===== src/rtl/keypad_ctrl.sv =====
`default_nettype none
// ============================================================================
// Module   : keypad_ctrl
// Purpose  : Sequencing controller for a 16-key front-panel keypad. It
//            debounces the raw key lines and detects each new press. Each
//            press is encoded to a 4-bit code, with the highest-numbered
//            pressed key taking priority. Codes are queued in a small FIFO and
//            handed to the consumer over a valid/ready handshake.
// Ports    : clock      - system clock, rising edge
//            reset      - synchronous, active-high reset
//            keys       - raw key lines (1 = pressed), already synchronised
//            key_code   - FIFO head code, meaningful while key_valid = 1
//            key_valid  - FIFO not empty
//            key_ready  - consumer takes key_code when key_valid & key_ready
//            key_held   - debounced "some key is down"
//            fifo_count - number of queued codes
//            overflow   - sticky, a code was dropped on a full FIFO
//            ovf_clr    - clears overflow (a same-cycle drop wins)
// Options  : define KEYPAD_CTRL_REPEAT_EN to enable auto-repeat while held
//            (first repeat after REP_FIRST cycles, then every REP_NEXT).
// Revision : 1.0 - initial release
// ============================================================================
module keypad_ctrl #(
  parameter int DEB_CYCLES = 16,
  parameter int FIFO_DEPTH = 4,
  parameter int REP_FIRST  = 1024,
  parameter int REP_NEXT   = 256
) (
  input  logic                          clock,
  input  logic                          reset,
  input  logic [15:0]                   keys,
  output logic [3:0]                    key_code,
  output logic                          key_valid,
  input  logic                          key_ready,
  output logic                          key_held,
  output logic [$clog2(FIFO_DEPTH):0]   fifo_count,
  output logic                          overflow,
  input  logic                          ovf_clr
);

  localparam int CNT_W  = $clog2(DEB_CYCLES);
  localparam int PTR_W  = $clog2(FIFO_DEPTH);
  localparam int FCNT_W = PTR_W + 1;

  localparam logic [CNT_W-1:0]  C_DEB_LAST = CNT_W'(DEB_CYCLES - 1);
  localparam logic [FCNT_W-1:0] C_FULL     = FCNT_W'(FIFO_DEPTH);

  typedef enum logic [1:0] {
    ST_IDLE     = 2'd0,
    ST_DEBOUNCE = 2'd1,
    ST_HELD     = 2'd2,
    ST_RELEASE  = 2'd3
  } state_t;

  state_t             r_state;
  logic [15:0]        r_snap;
  logic [CNT_W-1:0]   r_cnt;
  logic               r_held;

  logic [3:0]         r_mem [FIFO_DEPTH];
  logic [PTR_W-1:0]   r_wr_ptr;
  logic [PTR_W-1:0]   r_rd_ptr;
  logic [FCNT_W-1:0]  r_count;
  logic               r_ovf;

  logic               w_accept;
  logic               w_rep_fire;
  logic               w_push;
  logic [3:0]         w_code;
  logic               w_full;
  logic               w_pop;
  logic               w_wr;
  logic               w_drop;

  // Highest set bit wins.
  function automatic logic [3:0] enc(input logic [15:0] s);
    logic [3:0] code;
    code = 4'd0;
    for (int i = 0; i < 16; i++) begin
      if (s[i]) code = 4'(i);
    end
    return code;
  endfunction

  // keys == r_snap implies keys != 0, since the snapshot is never zero here.
  assign w_accept = (r_state == ST_DEBOUNCE) && (keys == r_snap) && (r_cnt == C_DEB_LAST);

  // The snapshot equals keys on the accept cycle and holds the accepted set
  // afterwards, so both press and repeat codes come from it.
  assign w_code = enc(r_snap);
  assign w_push = w_accept | w_rep_fire;

  // --------------------------------------------------------------------------
  // Press/release sequencer
  // --------------------------------------------------------------------------
  always_ff @(posedge clock) begin
    if (reset) begin
      r_state <= ST_IDLE;
      r_snap  <= 16'd0;
      r_cnt   <= '0;
      r_held  <= 1'b0;
    end else begin
      case (r_state)
        ST_IDLE: begin
          if (keys != 16'd0) begin
            r_snap  <= keys;
            r_cnt   <= '0;
            r_state <= ST_DEBOUNCE;
          end
        end
        ST_DEBOUNCE: begin
          if (keys == 16'd0) begin
            r_state <= ST_IDLE;
          end else if (keys != r_snap) begin
            r_snap <= keys;
            r_cnt  <= '0;
          end else if (r_cnt == C_DEB_LAST) begin
            r_state <= ST_HELD;
            r_held  <= 1'b1;
          end else begin
            r_cnt <= r_cnt + 1'b1;
          end
        end
        ST_HELD: begin
          // Changes to the key set while held are ignored (no rollover).
          if (keys == 16'd0) begin
            r_cnt   <= '0;
            r_state <= ST_RELEASE;
          end
        end
        ST_RELEASE: begin
          if (keys != 16'd0) begin
            r_state <= ST_HELD;
          end else if (r_cnt == C_DEB_LAST) begin
            r_state <= ST_IDLE;
            r_held  <= 1'b0;
          end else begin
            r_cnt <= r_cnt + 1'b1;
          end
        end
        default: begin
          r_state <= ST_IDLE;
          r_held  <= 1'b0;
        end
      endcase
    end
  end

  assign key_held = r_held;

  // --------------------------------------------------------------------------
  // Auto-repeat
  // --------------------------------------------------------------------------
`ifdef KEYPAD_CTRL_REPEAT_EN
  localparam int REP_MAX = (REP_FIRST > REP_NEXT) ? REP_FIRST : REP_NEXT;
  localparam int REP_W   = $clog2(REP_MAX + 1);

  logic [REP_W-1:0] r_rep_cnt;
  logic             r_rep_first;
  logic             w_rep_run;

  // Counting only happens while the key is actually down in HELD; the cycle
  // that sees the release edge already behaves like RELEASE (frozen).
  assign w_rep_run  = (r_state == ST_HELD) && (keys != 16'd0);
  assign w_rep_fire = w_rep_run &&
                      (r_rep_first ? (r_rep_cnt == REP_W'(REP_FIRST - 1))
                                   : (r_rep_cnt == REP_W'(REP_NEXT - 1)));

  always_ff @(posedge clock) begin
    if (reset || r_state == ST_IDLE || w_accept) begin
      r_rep_cnt   <= '0;
      r_rep_first <= 1'b1;
    end else if (w_rep_fire) begin
      r_rep_cnt   <= '0;
      r_rep_first <= 1'b0;
    end else if (w_rep_run) begin
      r_rep_cnt <= r_rep_cnt + 1'b1;
    end
  end
`else
  assign w_rep_fire = 1'b0;
`endif

  // --------------------------------------------------------------------------
  // Key-code FIFO. Pop is resolved first, so a push onto a full FIFO with a
  // simultaneous pop is accepted.
  // --------------------------------------------------------------------------
  assign w_full = (r_count == C_FULL);
  assign w_pop  = (r_count != '0) && key_ready;
  assign w_wr   = w_push && (!w_full || w_pop);
  assign w_drop = w_push && w_full && !w_pop;

  always_ff @(posedge clock) begin
    if (w_wr) begin
      r_mem[r_wr_ptr] <= w_code;
    end
  end

  always_ff @(posedge clock) begin
    if (reset) begin
      r_wr_ptr <= '0;
      r_rd_ptr <= '0;
      r_count  <= '0;
      r_ovf    <= 1'b0;
    end else begin
      if (w_wr) begin
        r_wr_ptr <= r_wr_ptr + 1'b1;
      end
      if (w_pop) begin
        r_rd_ptr <= r_rd_ptr + 1'b1;
      end
      r_count <= r_count + FCNT_W'(w_wr) - FCNT_W'(w_pop);
      if (w_drop) begin
        r_ovf <= 1'b1;
      end else if (ovf_clr) begin
        r_ovf <= 1'b0;
      end
    end
  end

  assign key_valid  = (r_count != '0);
  assign key_code   = key_valid ? r_mem[r_rd_ptr] : 4'd0;
  assign fifo_count = r_count;
  assign overflow   = r_ovf;

endmodule
`default_nettype wire

===== config.mk =====
export PLATFORM = sky130hd
export DESIGN_NAME = keypad_ctrl
export DESIGN_NICKNAME = d
export VERILOG_FILES = /design/src/rtl/keypad_ctrl.sv
export SDC_FILE = /design/constraint.sdc
export NUM_CORES = 1
export LEC_CHECK = 0
export BUFFER_PORTS_ARGS = -buffer_cell sky130_fd_sc_hd__buf_4
export CELL_PAD_IN_SITES_DETAIL_PLACEMENT = 0
export CELL_PAD_IN_SITES_GLOBAL_PLACEMENT = 1
export CORE_ASPECT_RATIO = 1.5
export CORE_MARGIN = 2
export CORE_UTILIZATION = 35
export DETAILED_ROUTE_END_ITERATION = 12
export HOLD_SLACK_MARGIN = 0.06
export PLACE_DENSITY = 0.71
export SLEW_MARGIN = 40
export SYNTH_ARGS = -nofsm -noshare
export SYNTH_HDL_FRONTEND = slang
export SYNTH_SLANG_ARGS = --single-unit
export TNS_END_PERCENT = 100

===== constraint.sdc =====
create_clock -name clock -period 2.9 [get_ports clock]
set_clock_uncertainty 0.05 [all_clocks]
set_input_delay 0.58 -clock clock [delete_from_list [all_inputs] [get_ports clock]]
set_output_delay 0.58 -clock clock [all_outputs]
set_load 0.05 [all_outputs]

==> results.toml <==
[job]
cap_violations = 0

[placement]
io_buffers = 29
dp_cells = 428
place_area_um2 = 3360
place_hpwl_um = 5020
gp_congestion = 0.825

[grt]
antenna_found_initial = 0
grt_pass1_wl_um = 11200
grt_pass1_vias = 2278
overflow = 0
grt_max_degree = 48
track_usage_pct = 16.2

[routing]
dr_wl_met2_um = 3750
vias = 2413
route.detailed.drc = 0
top_layer_used = "met4"
drt-total-wl_um = 7040
firstDrtPassIters = 4
wire_per_inst_um = 16.1
wl_met1_um = 2830
postRouteAntennaNets = 0
wl_met3_um = 257
initialDrtViolationCount = 147
vias_per_cell = 5.52

[logic_synthesis]
synth_nets = 310
yosysTopAreaCell = "dfxtp_1"
synth.most_common_cell = "dfxtp_1"
synth-seq-cells = 49
yosys_warnings = 0
synth_cells = 282
synth_cell_types = 45
postSynth.asyncResetShare_pct = 0
synthTopCellsByCount = "dfxtp_1 (33), nand2_1 (22), clkbuf_1 (18), xor2_1 (18), edfxtp_1 (16)"
synth_area_per_cell_um2 = 10.0
synth_area_leaders = "dfxtp_1 (23%), edfxtp_1 (17%), xor2_1 (5.6%)"
ys.flop_type = "dfxtp_1"
ys_seq_area_share_pct = 40.4
syn_area_um2 = 2820
yosys.area.top_type_share_pct = 23.4
synth_edf_count = 16

[timing]
hold_ws_ns = 0.420
period_share_pct = 97.1
report.final.hold_viol_count = 0
setup_viol = 0
timing.fmax_ghz = 0.355
drv_slew = 0
finalCriticalPeriod_ns = 2.82
tightest_slew_ns = 0.690
max_slew_margin_pct = 53.9

[power_and_ir_drop]
p_seq_share_pct = 38.8
switching_power_uw = 777
clock_power_share_pct = 28.3
leakagePower_nw = 1.28
p_comb_share_pct = 32.9
p_total_mw = 2.16
p_int_mw = 1.38
cellPowerDensity_nw_per_um2 = 602
netSwitchingFraction_pct = 36.0
vdd_ir_drop_max_mv = 0.298

[floorplanning]
placementRows = 40
core_area_um2 = 7910
die_area_um2 = 8810
ioPinCount = 30
start_util_pct = 35.7
fp.dieH_um = 114
die_w_um = 77.3

[critical_path]
cp.required_ns = 3.01
path_max_fanout = 5
end_kind = "flop"
worstSetupStartpointType = "flop"
crit_type = "flop to flop"
worstPathArrival_ns = 2.93

[clock_tree]
clk_latency_ns = 0.30
cts-root-buf = "clkbuf_16"
cts_buffers = 5
path_clk_slew_ns = 0.07
cts_tree = "done"
clock_sinks = 49
cts_hold_buf = 0
clk_path_buf_depth = 2
cts-htree-levels = 2

[hold_path]
hold_class = "flop to flop"

[cells_and_area]
area_growth_pct = 26.9
fin_area_um2 = 3580
diodes = 0
final_cells = 437
final_nets = 359
drive_above_1_share_pct = 30.1

[run_status]
outcome = "finished, final reports clean"
## metrics by stage
stage | util [%] | setup TNS, ns | setup slack [ns]
2_1_floorplan | - | -0.0911 | -0.0911
3_3_place_gp | 42.5 | -0.0549 | -0.0549
3_5_place_dp | 42.5 | -0.122 | -0.122
4_1_cts | 44.4 | 0 | 0.138
5_1_grt | 45.3 | -0.0903 | -0.0903
6_report | 45.3 | 0 | 0.0842
## critical path, cell delays in order (launching register included)
cell	delay [ns]
dfxtp_1	0.46
xor2_1	0.14
nor4_4	0.32
nand4_4	0.15
nor4_4	0.27
inv_2	0.07
ha_4	0.25
inv_4	0.05
ha_4	0.11
inv_2	0.04
fa_2	0.38
xor2_2	0.17
xnor2_1	0.17
nor2_1	0.06
## logic make-up (layout without fill, tap and decap cells)
group	after synthesis	in the layout	share of synthesized area, %
and+or+nand+nor	108	108	24.5
AOI/OAI and AO/OA	57	57	15.8
DFF	49	49	40.4
buffers and inverters	32	82	4.26
xor gates and xnor gates	22	22	7.10
adders and majority gates	8	8	3.81
muxes	6	6	4.08
## cells in the final DEF (no fill, tap or decap), types with 2 or more instances in the layout
| cell type | count |
|---|---|
| nor4_4 | 5 |
| nor3b_1 | 12 |
| inv_1 | 9 |
| xor2_1 | 16 |
| nand2_1 | 21 |
| nor2_1 | 13 |
| and4_1 | 3 |
| o41ai_1 | 4 |
| nand3b_1 | 2 |
| o311ai_0 | 14 |
| and2_1 | 9 |
| nor4_1 | 6 |
| ha_4 | 2 |
| dfxtp_1 | 29 |
| o21bai_1 | 2 |
| nor3_1 | 7 |
| a21oi_1 | 8 |
| edfxtp_1 | 16 |
| buf_4 | 62 |
| mux4_2 | 4 |
| clkbuf_16 | 5 |
| xnor2_1 | 3 |
| o21ai_0 | 6 |
| ha_1 | 4 |
| nor2b_1 | 5 |
| a41oi_1 | 13 |
| nand4_1 | 14 |
| inv_2 | 2 |
| or3_1 | 3 |
| dfxtp_2 | 4 |
| xor2_2 | 2 |
| a311oi_1 | 3 |
## routing by layer
layer / global-route usage, % / vias to the layer above
li1: - / 1182
met1: 18.3 / 1151
met2: 28.6 / 64
met3: 2.85 / 16
met4: 8.81 / 0
met5: 0 / -
## flip-flops by register name, indices dropped and copies added, names as in the netlist, named ones only
signal      flops
r_wr_ptr        2
key_held        1
r_rd_ptr        2
r_snap         16
fifo_count      3
r_state         1
r_cnt           4
overflow        1
r_mem          16
## path summary, 6_finish.rpt
path | start | to | slack (ns) | depth (start not counted)
hold reg to reg | overflow | overflow | 0.42 | 2
setup reg to reg | r_snap[14] | fifo_count[2] | 0.08 | 13
hold / removal | overflow | overflow | 0.42 | 2
setup / recovery | r_snap[14] | fifo_count[2] | 0.08 | 13
## area by class of cell
cell class,instances,area [um^2]
Multi-Input combinational cell,201,1640
Clock buffer,5,125
Fill cell,779,4330
Clock inverter,3,28.8
Sequential cell,49,1150
Tap cell,105,131
Timing Repair Buffer,62,465
Inverter,12,47.5
## power groups by stage
stage / Sequential [mW] / Clock [mW] / Combinational (mW)
after floorplan: 0.886 / 0 / 0.414
after global placement: 0.844 / 0 / 0.665
after detailed placement: 0.848 / 0 / 0.671
after CTS: 0.831 / 0.633 / 0.673
after global routing: 0.848 / 0.655 / 0.766
final: 0.837 / 0.610 / 0.710
## what timing repair did
item | in CTS | in global routing
gates resized for setup | 0 | 17
endpoints found under the setup margin | 0 | 1
setup buffers | 0 | 1
Power figures use the tool's default switching activity.
